`config.mk`:
```
export PLATFORM = sky130hd
export DESIGN_NAME = jtag_dr_core_flat
export DESIGN_NICKNAME = d
export VERILOG_FILES = /design/src/rtl/jtag_dr_pkg.sv /design/src/rtl/jtag_dr_core_if.sv /design/src/rtl/jtag_shift_reg.sv /design/src/rtl/jtag_dr_core.sv /design/src/flat_wrapper.sv
export SDC_FILE = /design/constraint.sdc
export NUM_CORES = 1
export LEC_CHECK = 0
export ABC_AREA = 1
export CAP_MARGIN = 10
export CORE_ASPECT_RATIO = 0.6
export CORE_MARGIN = 3
export CORE_UTILIZATION = 30
export DETAILED_ROUTE_END_ITERATION = 12
export HOLD_SLACK_MARGIN = 0.03
export PLACE_DENSITY = 0.64
export SLEW_MARGIN = 20
export SYNTH_ARGS = -nofsm -noshare
export SYNTH_HDL_FRONTEND = slang
export SYNTH_HIERARCHICAL = 1
export SYNTH_SLANG_ARGS = --single-unit
```
`constraint.sdc`:
```
create_clock -name clk_i -period 1.45 [get_ports clk_i]
set_input_delay 0.3625 -clock clk_i [delete_from_list [all_inputs] [get_ports clk_i]]
set_output_delay 0.3625 -clock clk_i [all_outputs]
set_load 0.01 [all_outputs]
```
`src/rtl/jtag_dr_pkg.sv`:
```
// Shared definitions for the JTAG DR-scan core: FSM state encoding and default field widths.
// Optional length check is enabled with JTAG_DR_LEN_CHECK_EN (see jtag_dr_core).
package jtag_dr_pkg;

    localparam int DATA_W_DEF = 8;
    localparam int ADDR_W_DEF = 3;

    typedef enum logic [1:0] {
        ST_IDLE   = 2'd0,
        ST_SHIFT  = 2'd1,
        ST_EXIT   = 2'd2,
        ST_COMMIT = 2'd3
    } dr_state_e;

endpackage

```
`src/rtl/jtag_dr_core_if.sv`:
```
// TAP-strobe / register bus between the TAP controller side and the DR core.
// err_o exists only when JTAG_DR_LEN_CHECK_EN is defined.
interface jtag_dr_core_if import jtag_dr_pkg::*; #(
    parameter int DATA_W = DATA_W_DEF,
    parameter int ADDR_W = ADDR_W_DEF
);
    logic              tdi_i;
    logic              tdo_o;
    logic              capture_i;
    logic              shift_i;
    logic              e1dr_i;
    logic              update_i;
    logic [DATA_W-1:0] reg_q_i;
    logic [ADDR_W-1:0] reg_addr_q_i;
    logic [DATA_W-1:0] reg_d_o;
    logic [ADDR_W-1:0] reg_addr_d_o;
    logic              reg_update_o;
    logic              busy_o;
`ifdef JTAG_DR_LEN_CHECK_EN
    logic              err_o;
`endif

    modport slave (
        input  tdi_i, capture_i, shift_i, e1dr_i, update_i, reg_q_i, reg_addr_q_i,
        output tdo_o, reg_d_o, reg_addr_d_o, reg_update_o, busy_o
`ifdef JTAG_DR_LEN_CHECK_EN
        , output err_o
`endif
    );

    modport master (
        output tdi_i, capture_i, shift_i, e1dr_i, update_i, reg_q_i, reg_addr_q_i,
        input  tdo_o, reg_d_o, reg_addr_d_o, reg_update_o, busy_o
`ifdef JTAG_DR_LEN_CHECK_EN
        , input err_o
`endif
    );

endinterface

```
`src/rtl/jtag_shift_reg.sv`:
```
// Parallel-load, LSB-first shift register with serial out at bit 0; load wins over shift.
// One-cycle update, no backpressure.
module jtag_shift_reg #(
    parameter int WIDTH = 11
) (
    input  logic             clk_i,
    input  logic             rst_i,
    input  logic             load_i,
    input  logic [WIDTH-1:0] load_dat_i,
    input  logic             shift_i,
    input  logic             sdi_i,
    output logic [WIDTH-1:0] q_o,
    output logic             sdo_o
);

    logic [WIDTH-1:0] sr_q, sr_d;

    always_comb begin
        sr_d = sr_q;
        if (load_i) begin
            sr_d = load_dat_i;
        end else if (shift_i) begin
            sr_d = {sdi_i, sr_q[WIDTH-1:1]};
        end
    end

    always_ff @(posedge clk_i) begin
        if (rst_i) begin
            sr_q <= '0;
        end else begin
            sr_q <= sr_d;
        end
    end

    assign q_o   = sr_q;
    assign sdo_o = sr_q[0];

endmodule

```
`src/rtl/jtag_dr_core.sv`:
```
// DR-scan consumer: capture/shift/update of a {data, addr} register with a one-cycle commit pulse.
// Commit visible the cycle after update_i; define JTAG_DR_LEN_CHECK_EN to reject short/long scans via err_o.
module jtag_dr_core import jtag_dr_pkg::*; #(
    parameter int DATA_W = DATA_W_DEF,
    parameter int ADDR_W = ADDR_W_DEF
) (
    input  logic           clk_i,
    input  logic           rst_i,
    input  logic           tap_reset_i,
    jtag_dr_core_if.slave  bus
);

    localparam int DR_LEN = DATA_W + ADDR_W;
    localparam int CNT_W  = $clog2(DR_LEN + 2);
    localparam logic [CNT_W-1:0] CNT_MAX  = CNT_W'(DR_LEN + 1);
    localparam logic [CNT_W-1:0] CNT_FULL = CNT_W'(DR_LEN);

    logic              rst;
    dr_state_e         state_q, state_d;
    logic [CNT_W-1:0]  cnt_q, cnt_d;
    logic [DATA_W-1:0] reg_d_q, reg_d_d;
    logic [ADDR_W-1:0] reg_addr_q, reg_addr_d;
    logic              sr_load, sr_shift, commit;
    logic [DR_LEN-1:0] sr;
`ifdef JTAG_DR_LEN_CHECK_EN
    logic              err_q, err_d;
`endif

    assign rst = rst_i | tap_reset_i;

    jtag_shift_reg #(.WIDTH(DR_LEN)) u_sr (
        .clk_i      (clk_i),
        .rst_i      (rst),
        .load_i     (sr_load),
        .load_dat_i ({bus.reg_q_i, bus.reg_addr_q_i}),
        .shift_i    (sr_shift),
        .sdi_i      (bus.tdi_i),
        .q_o        (sr),
        .sdo_o      (bus.tdo_o)
    );

    always_comb begin
        state_d    = state_q;
        cnt_d      = cnt_q;
        sr_load    = 1'b0;
        sr_shift   = 1'b0;
        commit     = 1'b0;
`ifdef JTAG_DR_LEN_CHECK_EN
        err_d      = err_q;
`endif
        if (bus.capture_i) begin
            sr_load = 1'b1;
            cnt_d   = '0;
            state_d = ST_SHIFT;
`ifdef JTAG_DR_LEN_CHECK_EN
            err_d   = 1'b0;
`endif
        end else begin
            unique case (state_q)
                ST_SHIFT: begin
                    if (bus.shift_i) begin
                        sr_shift = 1'b1;
                        cnt_d    = (cnt_q == CNT_MAX) ? cnt_q : cnt_q + CNT_W'(1);
                    end else if (bus.e1dr_i) begin
                        state_d = ST_EXIT;
                    end
                end
                ST_EXIT: begin
                    // Pause/exit2 re-entry shifts in the same cycle it returns to SHIFT.
                    if (bus.shift_i) begin
                        sr_shift = 1'b1;
                        cnt_d    = (cnt_q == CNT_MAX) ? cnt_q : cnt_q + CNT_W'(1);
                        state_d  = ST_SHIFT;
                    end else if (bus.update_i) begin
`ifdef JTAG_DR_LEN_CHECK_EN
                        if (cnt_q == CNT_FULL) begin
                            commit = 1'b1;
                        end else begin
                            err_d   = 1'b1;
                            state_d = ST_IDLE;
                        end
`else
                        commit = 1'b1;
`endif
                    end
                end
                ST_COMMIT: state_d = ST_IDLE;
                default:   state_d = ST_IDLE;
            endcase
        end
        if (commit) begin
            state_d = ST_COMMIT;
        end
    end

    assign reg_d_d    = commit ? sr[DR_LEN-1:ADDR_W] : reg_d_q;
    assign reg_addr_d = commit ? sr[ADDR_W-1:0]      : reg_addr_q;

    always_ff @(posedge clk_i) begin
        if (rst) begin
            state_q    <= ST_IDLE;
            cnt_q      <= '0;
            reg_d_q    <= '0;
            reg_addr_q <= '0;
`ifdef JTAG_DR_LEN_CHECK_EN
            err_q      <= 1'b0;
`endif
        end else begin
            state_q    <= state_d;
            cnt_q      <= cnt_d;
            reg_d_q    <= reg_d_d;
            reg_addr_q <= reg_addr_d;
`ifdef JTAG_DR_LEN_CHECK_EN
            err_q      <= err_d;
`endif
        end
    end

    assign bus.reg_d_o      = reg_d_q;
    assign bus.reg_addr_d_o = reg_addr_q;
    assign bus.reg_update_o = (state_q == ST_COMMIT);
    assign bus.busy_o       = (state_q != ST_IDLE);
`ifdef JTAG_DR_LEN_CHECK_EN
    assign bus.err_o        = err_q;
`endif

endmodule

```
`src/flat_wrapper.sv`:
```
// flat-port wrapper written by rule: the top's interface ports become plain ports
module jtag_dr_core_flat import jtag_dr_pkg::*;
#(
    parameter int DATA_W = DATA_W_DEF,
    parameter int ADDR_W = ADDR_W_DEF
)
  (clk_i, rst_i, tap_reset_i, bus_tdi_i, bus_capture_i, bus_shift_i, bus_e1dr_i, bus_update_i, bus_reg_q_i, bus_reg_addr_q_i, bus_tdo_o, bus_reg_d_o, bus_reg_addr_d_o, bus_reg_update_o, bus_busy_o);
  jtag_dr_core_if #(.DATA_W(DATA_W), .ADDR_W(ADDR_W)) bus_i ();
  input  logic clk_i;
  input  logic rst_i;
  input  logic tap_reset_i;
  input wire logic [$bits(bus_i.tdi_i)-1:0] bus_tdi_i;
  input wire logic [$bits(bus_i.capture_i)-1:0] bus_capture_i;
  input wire logic [$bits(bus_i.shift_i)-1:0] bus_shift_i;
  input wire logic [$bits(bus_i.e1dr_i)-1:0] bus_e1dr_i;
  input wire logic [$bits(bus_i.update_i)-1:0] bus_update_i;
  input wire logic [$bits(bus_i.reg_q_i)-1:0] bus_reg_q_i;
  input wire logic [$bits(bus_i.reg_addr_q_i)-1:0] bus_reg_addr_q_i;
  output wire logic [$bits(bus_i.tdo_o)-1:0] bus_tdo_o;
  output wire logic [$bits(bus_i.reg_d_o)-1:0] bus_reg_d_o;
  output wire logic [$bits(bus_i.reg_addr_d_o)-1:0] bus_reg_addr_d_o;
  output wire logic [$bits(bus_i.reg_update_o)-1:0] bus_reg_update_o;
  output wire logic [$bits(bus_i.busy_o)-1:0] bus_busy_o;
  assign bus_i.tdi_i = bus_tdi_i;
  assign bus_i.capture_i = bus_capture_i;
  assign bus_i.shift_i = bus_shift_i;
  assign bus_i.e1dr_i = bus_e1dr_i;
  assign bus_i.update_i = bus_update_i;
  assign bus_i.reg_q_i = bus_reg_q_i;
  assign bus_i.reg_addr_q_i = bus_reg_addr_q_i;
  assign bus_tdo_o = bus_i.tdo_o;
  assign bus_reg_d_o = bus_i.reg_d_o;
  assign bus_reg_addr_d_o = bus_i.reg_addr_d_o;
  assign bus_reg_update_o = bus_i.reg_update_o;
  assign bus_busy_o = bus_i.busy_o;
  jtag_dr_core #(.DATA_W(DATA_W), .ADDR_W(ADDR_W)) u_core (.clk_i(clk_i), .rst_i(rst_i), .tap_reset_i(tap_reset_i), .bus(bus_i));
endmodule
```
==> results.ini <==
[synthesis]
yosys.area.top_type=dfxtp_1
synth_cell_types=17
seq_area_frac_synth=0.3963
synth_top_area_frac=0.3963
synthesis.instances=174
yosysWarnings=6
synth_area_leaders=dfxtp_1 (40%), nand2_1 (17%), nor2_1 (8.0%), inv_1 (5.9%), a21oi_2 (5.8%)
avgSynthCellArea_um2=6.968
syn_area_mm2=0.001212
syn_nets=197
ys_seq_elements=24

[worst_hold_path]
hold_class=reg -> reg

[clock_network]
ctsHoldBuffers=0
cts_buffers=3
root_buffer=clkbuf_8
cts_num_sinks=24
h-tree-depth=1
post_cts_buffers=0
clkTransAtPathRegs_ns=0.08
cts_tree=built
clk_latency_ns=0.26
cts.path.max_buffers=2

[grt]
grt_overflow=0
grt_start_max_net_pins=16
first_global_vias=983
grtUsageTotal=0.1120
grt_antenna_before_repair=0
grt_pass1_wl_mm=4.381

[cells_and_area]
fin_util=0.4606
final_area_mm2=0.001734
fin_nets=241
layout_common_cells=nand2_1 (54), nor2_1 (25), dfxtp_1 (22), clkdlybuf4s50_1 (17), inv_1 (17)
layout_commonest_cell=nand2_1
drive_gt1_frac=0.2120
antenna-diode-count=0
area_growth_pct=43.03

[worst_setup_path]
criticalPathCategory=reg -> out
critPathMaxStageDelay_ns=0.33
slowest_stage=dfxtp_2
arrival_ns=1.02
critPathCaptureType=output pin
path_max_fanout=2
critPathRequiredTime_ns=1.09
path_cells=buf_4 -> ha_2 -> buf_2
critPathLaunchType=register
cp_top_family=flip-flops
critPathBufInv=2

[place]
dp_slack_ns=-0.1974
place.gp.congestion=0.7868
placed_area_mm2=0.001632
numPortBuffers=32
dp.final_hpwl_mm=2.070

[sta]
slew_viol_final=0
tightest_slew_ns=0.2291
period_minus_slack_ns=1.384
setup_viol_count_final=0
finClkSkew_ns=0.001345
fin_ws_ns=0.06596
final-hold-violation-count=0
finalCritPeriodShare=0.9545
tns_ns=0
clock.fmax_ghz=0.7225
slew_headroom=0.8470

[floorplanning]
dieArea_mm2=0.004865
core_mm2=0.003765
start_util=0.3220
die_h_um=55.24
num_io_pins=33
rows=17
dieWidth_um=88.07

[route]
firstDrtPassIters=4
vias_per_cell=4.205
drc_errors=0
postRouteAntennaNets=0
avgRoutedWirePerCell_um=10.48
wl_mm=2.766
dr.first_iter.drc_count=50
vias=1110

[run]
drv_cap=0

[power]
powerDensity_mw_per_mm2=837.7
p_total_w=0.001453
leakagePower_nw=0.8353
peakVddDrop_v=0.0004406

[run_status]
status=completed

==> Yosys cell counts <==
cell type	count
o21ai_0	9
nand2_1	55
a21oi_1	2
or2_2	1
inv_1	19
buf_6	4
a21oi_2	8
inv_2	4
nand4_4	1
nor2_1	26
dfxtp_1	24
buf_2	2
nor2_2	1
o21ai_1	2
buf_4	3
ha_1	4
nand3_1	9
==> power breakdown <==
part / leakage [nW] / switching (W) / total [W] / internal, W
sequential: 0.196 / 0.0000132 / 0.000686 / 0.000673
combinational: 0.604 / 0.0000920 / 0.000194 / 0.000102
clock: 0.0357 / 0.000204 / 0.000573 / 0.000369
==> final cells by class <==
cell class	instances	area, um^2
inverter	23	88.84
multi-input combinational	119	608.1
clock inverter	1	30.03
tap	47	58.81
sequential	24	483.0
clock buffer	3	41.29
timing repair buffer	47	424.2
fill	385	2031
==> worst register-to-register path, cell delays in order, from the launching register on <==
cell	delay (ns)
dfxtp_2	0.35
inv_2	0.05
ha_4	0.26
nand2_2	0.06
nor2_4	0.14
nor2_2	0.05
buf_4	0.16
nand2_1	0.06
nand3_1	0.06
nand2_1	0.06
inv_1	0.03
==> routing by layer <==
metal / wire [um] / GRT usage / vias to the layer above
met5: 0 / 0 / -
li1: - / - / 615
met1: 1534 / 0.1770 / 471
met3: 114 / 0.03130 / 0
met4: 0 / 0.01940 / 0
met2: 1116 / 0.1502 / 24
==> flip-flops by register name, summed over array words and instances (netlist names) <==
signal,flops
u_core/bus.reg_d_o,8
u_core/state_q,2
u_core/bus.reg_addr_d_o,3
u_core/u_sr/q_o,11
==> stage by stage <==
stage	hold slack [ns]	instances
finish	0.4863	264
global route	0.5170	264
global placement	0.4635	258
CTS	0.4898	262
detailed placement	0.4741	258
floorplan	0.4654	174
==> worst paths after layout <==
kind,cells past startpoint,startpoint,slack [ns],endpoint
setup / recovery,3,u_core/state_q[0]$_SDFFE_PP0P_,0.07,bus_reg_update_o
hold / removal,2,u_core/bus.reg_addr_d_o[0]$_SDFFE_PP0P_,0.49,u_core/bus.reg_addr_d_o[0]$_SDFFE_PP0P_
setup reg to reg,10,u_core/state_q[0]$_SDFFE_PP0P_,0.08,u_core/u_sr/q_o[8]$_SDFFE_PP0P_
hold reg to reg,2,u_core/bus.reg_addr_d_o[0]$_SDFFE_PP0P_,0.49,u_core/bus.reg_addr_d_o[0]$_SDFFE_PP0P_
==> cell families after synthesis <==
family	synth area share
AND/OR/NAND/NOR	0.3158
buffers and inverters	0.1352
flip-flops	0.3963
AO/OA/AOI/OAI	0.1115
adder cells (fa/ha/maj)	0.04128
==> timing repair <==
action,in CTS,in global routing
setup endpoints to repair,14,24
cloned,0,2
pin swaps,0,4
gates resized for setup,21,15
(Power assumes the default switching activity.)
